`src/rtl/avr_dmem_bank_ctrl.sv`:
```
// Core RAM bus to NBANKS single-port SRAM macros: windowed decode, wait states, read hold
// register and sticky out-of-range flag. Define DMEM_ACCESS_CNT_EN for rd/wr access counters.
module avr_dmem_bank_ctrl #(
  parameter int unsigned ADR_W       = 12,
  parameter int unsigned BASE_ADDR   = 256,
  parameter int unsigned NBANKS      = 2,
  parameter int unsigned BANK_AW     = 8,
  parameter int unsigned WAIT_STATES = 0
) (
  input  logic                cp2,
  input  logic                ireset,
  input  logic [ADR_W-1:0]    ramadr,
  input  logic                ramre,
  input  logic                ramwe,
  input  logic [7:0]          dbusout,
  output logic [7:0]          dbusin,
  output logic                cpuwait,
  output logic [NBANKS-1:0]   mem_cen,
  output logic                mem_wen,
  output logic [BANK_AW-1:0]  mem_a,
  output logic [7:0]          mem_d,
  input  logic [NBANKS*8-1:0] mem_q,
  output logic                oob_err,
  input  logic                err_clr,
  output logic [15:0]         rd_cnt,
  output logic [15:0]         wr_cnt
);

  localparam logic [ADR_W-1:0] BASE     = ADR_W'(BASE_ADDR);
  localparam logic [ADR_W:0]   WIN_SIZE = (ADR_W+1)'(NBANKS * (2 ** BANK_AW));
  localparam logic [3:0]       WS_LOAD  = 4'((WAIT_STATES > 0) ? WAIT_STATES - 1 : 0);

  localparam logic [0:0] ST_IDLE = 1'b0;
  localparam logic [0:0] ST_WAIT = 1'b1;

  logic [0:0]       state_q, state_d;
  logic [3:0]       cnt_q, cnt_d;
  logic [7:0]       rd_hold_q;
  logic             oob_q;
  logic [ADR_W-1:0] off, bank;
  logic             above_base, in_win, req, stall, access, rd_access, oob_set;
  logic [7:0]       sel_q;

  assign off        = ramadr - BASE;
  assign bank       = off >> BANK_AW;
  assign above_base = ramadr >= BASE;
  // Extra bit so a window reaching the top of the address space still compares correctly.
  assign in_win     = above_base && ({1'b0, off} < WIN_SIZE);
  assign req        = (ramre | ramwe) & in_win;
  assign oob_set    = (ramre | ramwe) & above_base & ~in_win;

  always_comb begin
    state_d = state_q;
    cnt_d   = cnt_q;
    stall   = 1'b0;
    access  = 1'b0;
    case (state_q)
      ST_IDLE: begin
        if (req) begin
          if (WAIT_STATES == 0) begin
            access = 1'b1;
          end else begin
            stall   = 1'b1;
            state_d = ST_WAIT;
            cnt_d   = WS_LOAD;
          end
        end
      end
      ST_WAIT: begin
        if (!req) begin
          state_d = ST_IDLE;
        end else if (cnt_q != 4'd0) begin
          stall = 1'b1;
          cnt_d = cnt_q - 4'd1;
        end else begin
          access  = 1'b1;
          state_d = ST_IDLE;
        end
      end
      default: state_d = ST_IDLE;
    endcase
  end

  // Simultaneous ramre/ramwe is a write.
  assign rd_access = access & ~ramwe;

  always_comb begin
    sel_q = 8'h00;
    for (int unsigned i = 0; i < NBANKS; i++) begin
      if (bank == ADR_W'(i)) sel_q = mem_q[8*i +: 8];
    end
  end

  always_comb begin
    mem_cen = '1;
    if (access && ireset) begin
      for (int unsigned i = 0; i < NBANKS; i++) begin
        if (bank == ADR_W'(i)) mem_cen[i] = 1'b0;
      end
    end
  end

  // Outputs are forced quiet while reset is held, even if the core keeps strobing.
  always_comb begin
    if (!ireset)                                dbusin = 8'h00;
    else if (rd_access)                         dbusin = sel_q;
    else if (ramre && above_base && !in_win)    dbusin = 8'h00;
    else                                        dbusin = rd_hold_q;
  end

  assign mem_wen = ~(access & ramwe & ireset);
  assign cpuwait = stall & ireset;
  assign mem_a   = off[BANK_AW-1:0];
  assign mem_d   = dbusout;
  assign oob_err = oob_q;

  always_ff @(posedge cp2 or negedge ireset) begin
    if (!ireset) begin
      state_q   <= ST_IDLE;
      cnt_q     <= 4'd0;
      rd_hold_q <= 8'h00;
      oob_q     <= 1'b0;
    end else begin
      state_q <= state_d;
      cnt_q   <= cnt_d;
      if (rd_access) rd_hold_q <= sel_q;
      if (oob_set)      oob_q <= 1'b1;
      else if (err_clr) oob_q <= 1'b0;
    end
  end

`ifdef DMEM_ACCESS_CNT_EN
  logic [15:0] rd_cnt_q, wr_cnt_q;

  always_ff @(posedge cp2 or negedge ireset) begin
    if (!ireset) begin
      rd_cnt_q <= 16'h0000;
      wr_cnt_q <= 16'h0000;
    end else begin
      if (access && !ramwe && rd_cnt_q != 16'hFFFF) rd_cnt_q <= rd_cnt_q + 16'd1;
      if (access && ramwe && wr_cnt_q != 16'hFFFF)  wr_cnt_q <= wr_cnt_q + 16'd1;
    end
  end

  assign rd_cnt = rd_cnt_q;
  assign wr_cnt = wr_cnt_q;
`else
  assign rd_cnt = 16'h0000;
  assign wr_cnt = 16'h0000;
`endif

endmodule

```
`config.mk`:
```
export PLATFORM = sky130hd
export DESIGN_NAME = avr_dmem_bank_ctrl
export DESIGN_NICKNAME = d
export VERILOG_FILES = /design/src/rtl/avr_dmem_bank_ctrl.sv
export SDC_FILE = /design/constraint.sdc
export NUM_CORES = 1
export LEC_CHECK = 0
export BUFFER_PORTS_ARGS = -buffer_cell sky130_fd_sc_hd__buf_2
export CAP_MARGIN = 25
export CORE_UTILIZATION = 41
export DETAILED_ROUTE_END_ITERATION = 10
export GPL_TIMING_DRIVEN = 0
export PLACE_DENSITY = 0.82
export REMOVE_ABC_BUFFERS = 1
export SYNTH_ARGS = -nofsm -noshare
export SYNTH_HDL_FRONTEND = slang
export SYNTH_SLANG_ARGS = --single-unit
export TNS_END_PERCENT = 30
```
`constraint.sdc`:
```
create_clock -name cp2 -period 3.93 [get_ports cp2]
set_clock_uncertainty 0.15 [all_clocks]
set_input_delay 0.393 -clock cp2 [delete_from_list [all_inputs] [get_ports cp2]]
set_output_delay 0.393 -clock cp2 [all_outputs]
set_load 0.005 [all_outputs]
```
== Word level (Yosys, flattened, before mapping) ==
Cells that the tools add are included.

* Reduce and logical (&&, ||, !) cells: 9
* Multiplexer cells: 20
* Eq/ne operators: 3
* Add/subtract/negate cells: 2
* Bitwise gates (word level): 12
* $lt $le $gt $ge: 2

{| class="wikitable"
|+ Operators with widths
! cell !! count
|-
| $mux 8 || 5
|-
| $ge 12x9->1 const B || 1
|-
| $logic_not 12->1 || 1
|-
| $lt 12x10->1 const B || 1
|-
| $mux 4 || 3
|-
| $sub 12x9->12 const B || 1
|-
| $mux 1 || 9
|-
| $and 1x1->1 || 7
|-
| $eq 4x1->1 const B || 1
|-
| $logic_and 1x1->1 || 4
|-
| $ne 2x1->1 const B || 2
|-
| $not 1->1 || 4
|-
| $pmux 1 s2 || 2
|-
| $reduce_bool 4->1 || 1
|-
| $sub 4x1->4 const B || 1
|-
| $reduce_and 3->1 || 1
|-
| $mux 2 || 1
|-
| $reduce_bool 2->1 || 1
|-
| $logic_not 1->1 || 1
|-
| $or 1x1->1 || 1
|}

* Logic and storage cells: 52
* Output and inout bits: 61
* Bits of input ports: 41
* Register bits after elaboration: 14

== Logic depth before layout (Yosys ltp) ==
* Depth in word-level cells: 9
* Depth in mapped cells: 9
* Mapped depth without buffers: 7

== Worst setup path after synthesis ==
Ideal clock, no wire load.

* Path kind: input to output
* Start point: input ramadr[9]
* End point: output dbusin[6]
* Setup slack: 1.295 ns
* Cell stages on the path: 9
* Buffers on the path: 2
* Arrival: 2.092 ns
* Data required time: 3.387 ns
* Cells stage by stage: inv_1 -> ha_1 -> nor3b_1 -> a31oi_4 -> nor4bb_2 -> buf_6 -> and2_0 -> buf_2 -> a22o_1

* Word-level cells in the longest chain between the ends: 9
* Elaborated cells on any way between the ends: 19
* Classes of those cells: 1 x add/sub; 2 x order compare; 1 x eq/ne; 8 x mux; 2 x bitwise; 5 x reduce/logical

{| class="wikitable"
|+ RTL lines
! element !! line !! source
|-
| start, declared || 12 || <nowiki>input logic [ADR_W-1:0] ramadr,</nowiki>
|-
| $sub 12x9->12 || 44 || <nowiki>assign off = ramadr - BASE;</nowiki>
|-
| $lt 12x10->1 || 48 || <nowiki>assign in_win = above_base && ({1'b0, off} < WIN_SIZE);</nowiki>
|-
| $logic_and 1x1->1 || 48 ||
|-
| $and 1x1->1 || 49 || <nowiki>assign req = (ramre | ramwe) & in_win;</nowiki>
|-
| $mux 1 (on tied branches) || 70, 59 ||
|-
| $pmux 1 s2 || 57 || <nowiki>case (state_q)</nowiki>
|-
| $and 1x1->1 || 85 || <nowiki>assign rd_access = access & ~ramwe;</nowiki>
|-
| $mux 8 (*) || 106 || <nowiki>else if (rd_access) dbusin = sel_q;</nowiki>
|-
| $mux 8 (*) || 105 || <nowiki>if (!ireset) dbusin = 8'h00;</nowiki>
|-
| end, declared || 16 || <nowiki>output logic [7:0] dbusin,</nowiki>
|}

Every way passes the cells marked *; elsewhere a longest branch is shown, timed or not.

== Worst setup path in the final report ==
* Start point: input ramadr[9]
* End point: output dbusin[2]

The elaborated chain is that of the path after synthesis.

==> impl_metrics.json <==
{
  "outcome": "completed",
  "synth-seq-cells": 14,
  "antenna_found_initial": 0,
  "setup_viol": 0,
  "synthDistinctLibCells": 30,
  "port_buffers": 53,
  "vdd_drop_max_uv": 158,
  "syn_to_final_growth_pct": 7.82,
  "fillerInstances": 294,
  "synth_area_leaders": "buf_4, dfrtp_1, mux2_2",
  "slew_viol_final": 0,
  "drt_first_iter_violations": 20,
  "synth_top_cell_by_area": "buf_4",
  "ys_seq_area_frac": 0.258,
  "cts_setup_buffers": 0,
  "drive_above_1_share": 0.377,
  "cp.required_ps": 3390,
  "crit_fanout": 8,
  "worstPathArrival_ps": 2640,
  "dpl.hpwl_um": 1850,
  "firstDrtPassIters": 4,
  "nets": 238,
  "fin_ws_ps": 751,
  "cts_buffers": 3,
  "syn_avg_cell_area_um2": 8.89,
  "tns_ps": 0,
  "ant_nets": 0,
  "initial_core_util": 0.438,
  "hold_path.class": "in2reg",
  "core_area_um2": 3100,
  "drc_errors": 0,
  "htreeDepth": 1,
  "start_kind": "input pin",
  "clockRootBuffer": "clkbuf_4",
  "rsz0062_at_grt": "false",
  "clk_pin_slew_ps": 80,
  "powerDensity_nw_per_um2": 257,
  "routedWlPerCell_um": 9.89,
  "dp_slack_ps": 707,
  "clk-insertion-delay-late_ps": 270,
  "netlist_instances": 153,
  "seq_area_um2": 350,
  "synth_top_area_frac": 0.265,
  "routed_wirelength_um": 2330,
  "ys_warn_count": 0,
  "maxSlewHeadroom": 0.515,
  "synth_most_common_cell": "buf_4",
  "ys_top_cells_by_count": "buf_4, nand2_1, dfrtp_1",
  "rows": 20,
  "gr-total-overflow": 0,
  "crit_type": "in2out",
  "min_period_ps": 3180,
  "grt_pass1_wl_um": 3570,
  "p_leak_nw": 0.763,
  "vias_per_cell": 4.29,
  "dieArea_um2": 3550,
  "vias": 1008,
  "cts_tree": "done",
  "ys_async_sr_fraction": 1.00,
  "drv_cap": 0,
  "diodes": 0,
  "clock_path_buffers": 2,
  "finalCritPeriodShare": 0.809,
  "syn_area_um2": 1360,
  "hold_viol_final": 0,
  "multi_input_area_um2": 716,
  "synth_edf_count": 0,
  "track_usage": 0.133,
  "grt_pass1_vias": 802,
  "io_pins": 102,
  "worstMarginPinSlew_ps": 708,
  "grt_max_degree": 19,
  "crit_path_end_kind": "output port",
  "die-height_um": 59.6,
  "clock.fmax_mhz": 315,
  "synth_ff_type": "dfrtp_1",
  "gp_congestion": 0.719,
  "clock_sinks": 14,
  "fp.dieW_um": 59.6
}
worst paths after layout:
| check | slack (ps) | from | cells past startpoint | to |
|---|---|---|---|---|
| worst max-delay path | 750 | ramadr[9] | 9 | dbusin[2] |
| min in group asynchronous | 410 | ireset | 2 | rd_hold_q[2]$_DFFE_PN0P_ |
| worst min register to register | 340 | cnt_q[3]$_DFFE_PN0P_ | 1 | cnt_q[3]$_DFFE_PN0P_ |
| worst max register to register | 1490 | cnt_q[0]$_DFFE_PN0P_ | 7 | rd_hold_q[0]$_DFFE_PN0P_ |
| max in group asynchronous | 2950 | ireset | 2 | cnt_q[3]$_DFFE_PN0P_ |
| worst min-delay path | 140 | err_clr | 2 | oob_err$_DFFE_PN0P_ |
report_power, final:
part           leakage [nW]  switching (mW)  internal (mW)
combinational         0.561          0.0501         0.0511
sequential            0.181         0.00952          0.164
clock                0.0210          0.0450         0.0563
total                 0.763           0.105          0.272
area by class of cell:
cell class | count | share of cell area
multi-input combinational | 111 | 0.488
tap | 44 | 0.0375
timing repair buffer | 55 | 0.193
inverter | 7 | 0.0179
clock buffer | 4 | 0.0247
sequential | 14 | 0.239
flip-flops by register name (all words and copies together), names as in the netlist:
name	cells
cnt_q	4
oob_err	1
rd_hold_q	8
state_q	1
per-layer routing:
metal | wire length, um | up-vias | global-route usage
met3 | 191 | 0 | 0.0611
met5 | 0 | - | 0
met4 | 0 | 0 | 0.00997
met1 | 1000 | 438 | 0.150
li1 | - | 515 | -
met2 | 1130 | 55 | 0.238
kinds of logic after synthesis:
group | Yosys count | share of synthesized area
buf+inv | 59 | 0.302
flops | 14 | 0.258
mux | 8 | 0.0662
simple gates | 37 | 0.139
xor+xnor | 3 | 0.0193
other cells | 1 | 0.00276
fa+ha+maj | 5 | 0.0460
compound gates | 26 | 0.167
cell usage in the layout (no fill, tap or decap):
| cell type | n |
|---|---|
| buf_2 | 53 |
| conb_1 | 32 |
| nand2_1 | 23 |
| dfrtp_1 | 14 |
| o21ai_0 | 10 |
| a22o_1 | 8 |
| mux2_2 | 8 |
| inv_1 | 7 |
| ha_1 | 5 |
| nor2_1 | 4 |
| xnor2_1 | 3 |
| clkbuf_4 | 3 |
| nor3b_1 | 2 |
| a21oi_1 | 2 |
| nor4b_1 | 1 |
| nand4b_1 | 1 |
| o31ai_2 | 1 |
| or3_4 | 1 |
| and4b_1 | 1 |
| a31oi_4 | 1 |
| a2111oi_0 | 1 |
| a21boi_0 | 1 |
| nor4bb_2 | 1 |
| a211oi_4 | 1 |
| and2_0 | 1 |
| a2111oi_4 | 1 |
| and2_1 | 1 |
| nor3_1 | 1 |
| clkbuf_8 | 1 |
| dlygate4sd3_1 | 1 |
| buf_4 | 1 |
per-stage QoR:
stage | power [mW] | instances | hold slack [ps] | cell area [um2] | util
6_report | 0.376 | 235 | 145 | 1470 | 0.473
5_1_grt | 0.404 | 235 | 140 | 1470 | 0.473
3_5_place_dp | 0.278 | 230 | 180 | 1420 | 0.458
2_1_floorplan | 0.234 | 132 | -52.6 | 1090 | -
3_3_place_gp | 0.274 | 229 | 178 | 1410 | 0.455
4_1_cts | 0.383 | 235 | 137 | 1470 | 0.473
worst max-delay path: stages:
cell and delay [ps]:
buf_2 110, inv_1 70, ha_1 280, nor3b_1 330, a31oi_4 190, nor4bb_2 500, and2_0 450, a22o_1 190
buf_2 110
repair_timing:
action | 4_1_cts | 5_1_grt
endpoints found under the setup margin | 0 | 0
hold buffers | 1 | 0
hold endpoints to repair | 14 | 0
gates resized for setup | 0 | 0
Note: power is estimated with default switching activity, not from simulation.
